### config.mk
export PLATFORM = sky130hd
export DESIGN_NAME = alu_arbiter
export DESIGN_NICKNAME = d
export VERILOG_FILES = /design/src/rtl/alu_arbiter.sv
export SDC_FILE = /design/constraint.sdc
export NUM_CORES = 1
export LEC_CHECK = 0
export CORE_MARGIN = 2
export CORE_UTILIZATION = 27
export CTS_CLUSTER_SIZE = 10
export DETAILED_ROUTE_END_ITERATION = 10
export PLACE_DENSITY = 0.65
export SYNTH_ARGS = -nofsm -noshare
export SYNTH_HDL_FRONTEND = slang
export SYNTH_SLANG_ARGS = --single-unit
### constraint.sdc
create_clock -name clk -period 2.2 [get_ports clk]
set_input_delay 0.66 -clock clk [delete_from_list [all_inputs] [get_ports clk]]
set_output_delay 0.66 -clock clk [all_outputs]
set_load 0.005 [all_outputs]
### src/rtl/alu_arbiter.sv
// Round-robin arbiter that gives two requesters shared use of one external ALU.
// Each operation runs IDLE (grant) -> EXEC (capture result) -> RESP (hold until consumed).
module alu_arbiter (
  input  logic       clk,
  input  logic       reset,
  input  logic       req0_valid,
  output logic       req0_ready,
  input  logic [1:0] req0_op,
  input  logic [7:0] req0_a,
  input  logic [7:0] req0_b,
  input  logic       req1_valid,
  output logic       req1_ready,
  input  logic [1:0] req1_op,
  input  logic [7:0] req1_a,
  input  logic [7:0] req1_b,
  output logic       rsp0_valid,
  input  logic       rsp0_ready,
  output logic       rsp1_valid,
  input  logic       rsp1_ready,
  output logic [7:0] rsp_data,
  output logic       rsp_zero,
  output logic [1:0] alu_ctrl,
  output logic [7:0] alu_in_1,
  output logic [7:0] alu_in_2,
  input  logic [7:0] alu_out,
  input  logic       alu_zero,
  output logic       busy
);

  typedef enum logic [1:0] {
    S_IDLE = 2'd0,
    S_EXEC = 2'd1,
    S_RESP = 2'd2
  } state_t;

  state_t     r_state;
  state_t     w_state_nxt;
  logic       r_last_served;
  logic       r_gnt_id;
  logic [1:0] r_op;
  logic [7:0] r_a;
  logic [7:0] r_b;
  logic [7:0] r_rsp_data;
  logic       r_rsp_zero;

  logic       w_any_valid;
  logic       w_gnt_id;
  logic       w_accept;
  logic       w_rsp_hs;

  // On a tie the requester that was not served last wins; otherwise the only valid one.
  assign w_any_valid = req0_valid | req1_valid;
  assign w_gnt_id    = (req0_valid & req1_valid) ? ~r_last_served : req1_valid;

  always_comb begin
    // NOTE: every output of this block gets a default first so no latch is inferred.
    w_state_nxt = r_state;
    w_accept    = 1'b0;
    w_rsp_hs    = 1'b0;
    case (r_state)
      S_IDLE: begin
        if (w_any_valid) begin
          w_accept    = 1'b1;
          w_state_nxt = S_EXEC;
        end
      end
      S_EXEC: w_state_nxt = S_RESP;
      S_RESP: begin
        w_rsp_hs = r_gnt_id ? rsp1_ready : rsp0_ready;
        if (w_rsp_hs) w_state_nxt = S_IDLE;
      end
      default: w_state_nxt = S_IDLE;
    endcase
  end

  // NOTE: ready is combinational, so it is gated with reset to stay low while reset is held.
  assign req0_ready = w_accept & ~reset & ~w_gnt_id;
  assign req1_ready = w_accept & ~reset &  w_gnt_id;

  always_ff @(posedge clk) begin
    if (reset) begin
      r_state       <= S_IDLE;
      r_last_served <= 1'b1;
      r_gnt_id      <= 1'b0;
      r_op          <= 2'd0;
      r_a           <= 8'd0;
      r_b           <= 8'd0;
      r_rsp_data    <= 8'd0;
      r_rsp_zero    <= 1'b0;
    end else begin
      // NOTE: non-blocking assignments so every register samples pre-edge values.
      r_state <= w_state_nxt;
      if (w_accept) begin
        r_gnt_id <= w_gnt_id;
        r_op     <= w_gnt_id ? req1_op : req0_op;
        r_a      <= w_gnt_id ? req1_a  : req0_a;
        r_b      <= w_gnt_id ? req1_b  : req0_b;
      end
      if (r_state == S_EXEC) begin
        r_rsp_data <= alu_out;
        r_rsp_zero <= alu_zero;
      end
      if (w_rsp_hs) r_last_served <= r_gnt_id;
    end
  end

  assign alu_ctrl   = r_op;
  assign alu_in_1   = r_a;
  assign alu_in_2   = r_b;
  assign rsp_data   = r_rsp_data;
  assign rsp_zero   = r_rsp_zero;
  assign rsp0_valid = (r_state == S_RESP) & ~r_gnt_id;
  assign rsp1_valid = (r_state == S_RESP) &  r_gnt_id;
  assign busy       = (r_state != S_IDLE);

endmodule

==> qor.yml, run 1 <==
outcome:
  status: "finished clean"
synthesis:
  synth-xor-area-share_pct: 0
  synth-simple-area-share_pct: 18.4
  synth_nets: 193
  avgSynthCellArea_um2: 9.14
  synth_top_area_share_pct: 47.8
  yosysTopAreaCell: "dfxtp_1"
  synthMuxAreaShare_pct: 3.09
  synth.ff_latch_count: 31
  syn_inst: 142
  synth_compound_area_share_pct: 21.7
  synth_top_family_by_area: "compound AO/OA/AOI/OAI gates"
  yosysSeqAreaShare_pct: 47.8
  syn_area_mm2: 0.00130
  ys_types: 26
  synthAdderAreaFrac_pct: 0
  synth.top_cells.by_area: "dfxtp_1 (48%), a221o_2 (7.8%), nor3_1 (5.8%)"
  synth_warnings: 0
clock_network:
  htreeDepth: 2
  cts_buffers: 5
  clock_latency_ns: 0.27
  clk_pin_slew_ns: 0.06
  clkSinkCount: 31
  cts_tree: "built"
  root_buffer: "clkbuf_8"
  clockBufferDepth: 2
power_and_ir_drop:
  vdd_drop_max_v: 0.000312
  leakagePower_nw: 0.974
  power_mw: 1.48
  p_switching_uw: 369
  pwr-share-seq_pct: 43.9
  p_sw_share_pct: 24.9
  pwr-share-comb_pct: 26.2
  intPower_mw: 1.11
  clock_power_share_pct: 29.9
  powerDensity_mw_per_mm2: 637
route:
  drt_iter0_markers: 58
  drtPass1Iterations: 4
  remaining_drc_errors: 0
  via_count: 1338
  wl_per_cell_um: 13.4
  wl_mm: 3.86
  vias_per_cell: 4.65
  antenna_left: 0
setup_path:
  r2r_start: "r_state[0]"
  crit_end: "req1_ready"
  worst-setup-path-type: "in -> out"
  r2r_cells: 5
  cp.arrival_ns: 1.48
  r2r_end: "alu_in_2[6]"
  crit_path_end_kind: "output port"
  cp.required_ns: 1.54
  worstPathMaxFanout: 3
  cp-startpoint: "reset"
  r2r_slack_ns: 0.68
  cp-start-kind: "primary input"
global_route:
  grt_use_total_pct: 15.1
  antenna_found_initial: 0
  gr-total-overflow: 0
  grt_max_degree: 19
  grt_pass1_vias: 1276
  grt_pass1_wl_mm: 6.21
sta:
  worst_pin_slew_ns: 0.678
  relSlewSlack_pct: 54.7
  hold_viol: 0
  min_period_over_period_pct: 97.2
  fmax_mhz: 468
  setup_viol: 0
  min_period_ns: 2.14
  fin_skew_ns: 0.00510
  rsz0062_at_grt: "no"
  slew_violations: 0
worst_hold_path:
  hp-class: "reg -> reg"
die:
  die_h_um: 73.3
  core_mm2: 0.00469
  io_pins: 83
  die-area_mm2: 0.00538
  die-width_um: 73.3
  core.rowCount: 25
  initial_utilization_pct: 27.7
finish:
  area_growth_pct: 79.3
  regArea_um2: 622
  final_common_cell: "clkdlybuf4s50_1"
  mostFrequentLayoutCells: "clkdlybuf4s50_1 (75), dfxtp_1 (30), nand2_1 (18)"
  diodes: 0
  nFillCells: 466
  multiInputGateArea_um2: 582
  fin_cells: 288
  final_util_pct: 49.6
  final_nets: 285
  drive_gt1_share_pct: 16.7
place:
  dp_hpwl_mm: 2.76
  finalWeightedCongestion: 0.681
  portBuffers: 82
  dpl.cell_count: 278
run:
  drv_cap: 0
-- worst max-delay path, cell delays in order --
cell	delay, ns
buf_6	0.09
or3_4	0.36
nor2_4	0.14
clkdlybuf4s15_2	0.22
-- per-layer routing --
metal | GRT usage [%] | vias up | share of wire, %
met2 | 22.6 | 58 | 44
met5 | 0 | - | 0
met1 | 19.9 | 599 | 46
li1 | - | 675 | -
met3 | 5.35 | 6 | 8.1
met4 | 5.86 | 0 | 1.7
-- registers in the layout, indices dropped and copies added, names as in the netlist --
signal / count
alu_in_1: 8
alu_in_2: 8
rsp_data: 8
alu_ctrl: 2
r_state: 2
r_gnt_id: 1
r_last_served: 1
rsp_zero: 1
-- power by group through the flow --
stage	registers (mW)	logic, mW	clock network (mW)
floorplan	0.663	0.139	0
CTS	0.650	0.394	0.464
detailed placement	0.660	0.382	0
finish	0.650	0.388	0.443
global route	0.657	0.423	0.492
global placement	0.659	0.380	0
-- what timing repair did --
action                     in CTS  in global routing
pin swaps                       2                  2
resized for setup              21                  1
hold buffers                    0                  0
setup buffers                   3                  0
setup endpoints to repair       4                  2
hold endpoints to repair        0                  0
-- logic make-up after synthesis --
logic type | after synthesis
compound gates | 34
buf+inv | 26
flops | 31
mux | 4
simple gates | 47
-- cells in the mapped netlist --
master / instances
nor3b_4: 1
and2_1: 1
nor2b_1: 3
or2b_1: 1
clkbuf_1: 4
a221o_2: 9
a21o_1: 1
inv_1: 17
a21oi_2: 1
buf_2: 3
a21bo_2: 1
nand2b_1: 1
a221o_1: 6
nand2_1: 18
o2bb2ai_1: 3
dfxtp_1: 31
a21oi_1: 12
nor2_1: 3
and2b_1: 1
nand3b_1: 1
nor3_1: 15
or2_2: 1
buf_6: 2
o21bai_1: 1
or3_1: 1
mux2i_1: 4
-- metrics by stage --
stage | hold WS [ns] | TNS (ns) | instance area [um^2] | setup slack [ns]
floorplan | 0.453 | -0.0209 | 1300 | -0.0209
global placement | 0.443 | -1.48 | 2200 | -0.741
detailed placement | 0.447 | -1.46 | 2200 | -0.724
CTS | 0.456 | -0.00953 | 2320 | -0.00953
global route | 0.473 | 0 | 2330 | 0.0219
finish | 0.453 | 0 | 2330 | 0.0613
-- area by class of cell --
type / count / area share (%)
tap: 54 / 2.90
sequential: 31 / 26.7
timing repair buffer: 94 / 38.8
multi-input combinational: 85 / 25.0
clock inverter: 1 / 0.215
inverter: 17 / 2.74
clock buffer: 6 / 3.55
-- worst min-delay path by stage --
stage / startpoint / slack [ns] / depth (start not counted) / end
finish: rsp_data[7] / 0.45 / 2 / rsp_data[7]
global route: rsp_data[7] / 0.47 / 2 / rsp_data[7]
CTS: rsp_data[7] / 0.46 / 2 / rsp_data[7]
detailed placement: rsp_data[7] / 0.45 / 2 / rsp_data[7]
global placement: rsp_data[7] / 0.44 / 2 / rsp_data[7]
floorplan: rsp_data[0] / 0.45 / 2 / rsp_data[0]
(Power assumes the default switching activity.)
==> run 2: changes to the inputs <==
--- a/config.mk
+++ b/config.mk
@@ -7,6 +7,7 @@
 export LEC_CHECK = 0
 export CORE_MARGIN = 2
 export CORE_UTILIZATION = 27
+export CTS_BUF_LIST = sky130_fd_sc_hd__clkbuf_4
 export CTS_CLUSTER_SIZE = 10
 export DETAILED_ROUTE_END_ITERATION = 10
 export PLACE_DENSITY = 0.65
==> run 2 against run 1 <==
Sequential cell count stayed put. Routed wire length down 0.65%. Worst hold slack better by 0.0042 ns. Worst setup slack about the same. Register-to-register slack worse by 0.02 ns. Design area is 1.6% lower. Die area did not move. Core utilization is 0.77 points lower. Largest power group unchanged. Final cell count unchanged. Combinational power about the same. Non-clock buffer count stayed put.
==> qor.yml, run 2 (synthesis results as in run 1) <==
outcome:
  status: "finished clean"
finish:
  regArea_um2: 623
  final_common_cell: "clkdlybuf4s50_1"
  drive_gt1_share_pct: 17.1
  nFillCells: 469
  multiInputGateArea_um2: 584
  mostFrequentLayoutCells: "clkdlybuf4s50_1 (75), dfxtp_1 (29), nand2_1 (18)"
  diodes: 0
  area_growth_pct: 76.5
  final_nets: 285
  fin_cells: 288
clock_network:
  cts_tree: "built"
  htreeDepth: 2
  clockBufferDepth: 2
  root_buffer: "clkbuf_4"
  clock_latency_ns: 0.32
  clk_pin_slew_ns: 0.09
  cts_hold_buf: 0
  cts_buffers: 5
  clkSinkCount: 31
power_and_ir_drop:
  power_mw: 1.34
  powerDensity_mw_per_mm2: 583
  vdd_drop_max_v: 0.000293
  leakagePower_nw: 0.953
sta:
  rsz0062_at_grt: "no"
  tns_ns: 0
  hold_viol: 0
  min_period_ns: 2.14
  min_period_over_period_pct: 97.2
  worst_pin_slew_ns: 0.688
  relSlewSlack_pct: 54.0
  slew_violations: 0
  setup_viol: 0
  fin_skew_ns: 0.00885
  holdWs_ns: 0.458
  fmax_mhz: 468
place:
  dpl.cell_count: 278
  portBuffers: 82
  finalWeightedCongestion: 0.681
  dp_hpwl_mm: 2.76
run:
  drv_cap: 0
global_route:
  top_usage_layer: "met2"
  antenna_found_initial: 0
  grt_pass1_wl_mm: 6.09
  grt_use_total_pct: 14.7
  grtUsageMet2_pct: 22.5
  grtUsageMet3_pct: 4.94
  grt_pass1_vias: 1298
  gr-total-overflow: 0
  grt_max_degree: 19
  grtUsageMet1_pct: 19.1
setup_path:
  worstPathMaxFanout: 3
  cp_slowest_cell: "or3_4"
  r2r_slack_ns: 0.66
  crit_end: "req1_ready"
  worst-setup-path-type: "in -> out"
  crit_path_end_kind: "output port"
  r2r_start: "r_state[0]"
  cp-startpoint: "reset"
  worstPathCellList: "buf_6 -> or3_4 -> nor2_4 -> clkdlybuf4s15_2"
  r2r_cells: 5
  r2r_end: "alu_in_2[6]"
  max_stage_delay_ns: 0.36
  cp-start-kind: "primary input"
  cp.arrival_ns: 1.48
  cp.required_ns: 1.54
die:
  initial_utilization_pct: 27.7
  core.rowCount: 25
  io_pins: 83
  die-width_um: 73.3
  die_h_um: 73.3
  core_mm2: 0.00469
  die-area_mm2: 0.00538
route:
  vias_per_cell: 4.71
  via_count: 1357
  remaining_drc_errors: 0
  wl_mm: 3.83
  wl_per_cell_um: 13.3
  drt_iter0_markers: 42
  antenna_left: 0
  drtPass1Iterations: 4
worst_hold_path:
  hp-class: "reg -> reg"
## run 2: cell types whose count changed in the layout (fill, tap and decap cells not counted), sizes merged
cell,change
clkinv,+1
clkbuf,-1
clkdlybuf4s15,+1
dlygate4sd2,-1
## run 2: final cells by class
| cell class | instances | area share [%] |
|---|---|---|
| flip-flops and latches | 31 | 27.2 |
| repair buffers | 94 | 39.5 |
| multi-input cells | 85 | 25.5 |
| inverters | 17 | 2.79 |
| clock inverters | 2 | 0.383 |
| well taps | 54 | 2.95 |
| clock buffers | 5 | 1.64 |
## run 2: what timing repair did
action                     4_1_cts  5_1_grt
setup endpoints to repair        4        4
buffers inserted                 3        0
resized for setup               21        4
pin swaps                        2        2
## run 2: worst max-delay path: cells and delay by family
kind,cells,cell delay [ns]
AND/OR/NAND/NOR,2,0.50
buffers and inverters,2,0.31
## run 2: worst min-delay path by stage
stage / startpoint / depth (start not counted) / slack (ns) / to
2_1_floorplan: rsp_data[0] / 2 / 0.45 / rsp_data[0]
3_3_place_gp: rsp_data[7] / 2 / 0.44 / rsp_data[7]
3_5_place_dp: rsp_data[7] / 2 / 0.45 / rsp_data[7]
4_1_cts: rsp_data[7] / 2 / 0.46 / rsp_data[7]
5_1_grt: rsp_data[7] / 2 / 0.48 / rsp_data[7]
6_report: rsp_data[7] / 2 / 0.46 / rsp_data[7]
## run 2: metal layers
| layer | share of wire [%] | up-vias |
|---|---|---|
| met5 | 0 | - |
| met4 | 2.1 | 0 |
| met3 | 7.9 | 7 |
| met2 | 44 | 56 |
| met1 | 46 | 615 |
| li1 | - | 679 |
## run 2: per-stage QoR
step	util [%]	setup slack (ns)	instance area (um^2)
2_1_floorplan	-	-0.0209	1300
3_3_place_gp	46.9	-0.741	2200
3_5_place_dp	46.9	-0.724	2200
4_1_cts	48.7	-0.00953	2280
5_1_grt	48.8	0.0110	2290
6_report	48.8	0.0615	2290
## run 2: report_power, final
group          leakage [nW]  switching (mW)  total, mW  internal, mW
clock network        0.0285           0.183      0.296         0.113
logic                 0.669           0.140      0.390         0.250
registers             0.256          0.0321      0.649         0.617
total                 0.953           0.355       1.34         0.980
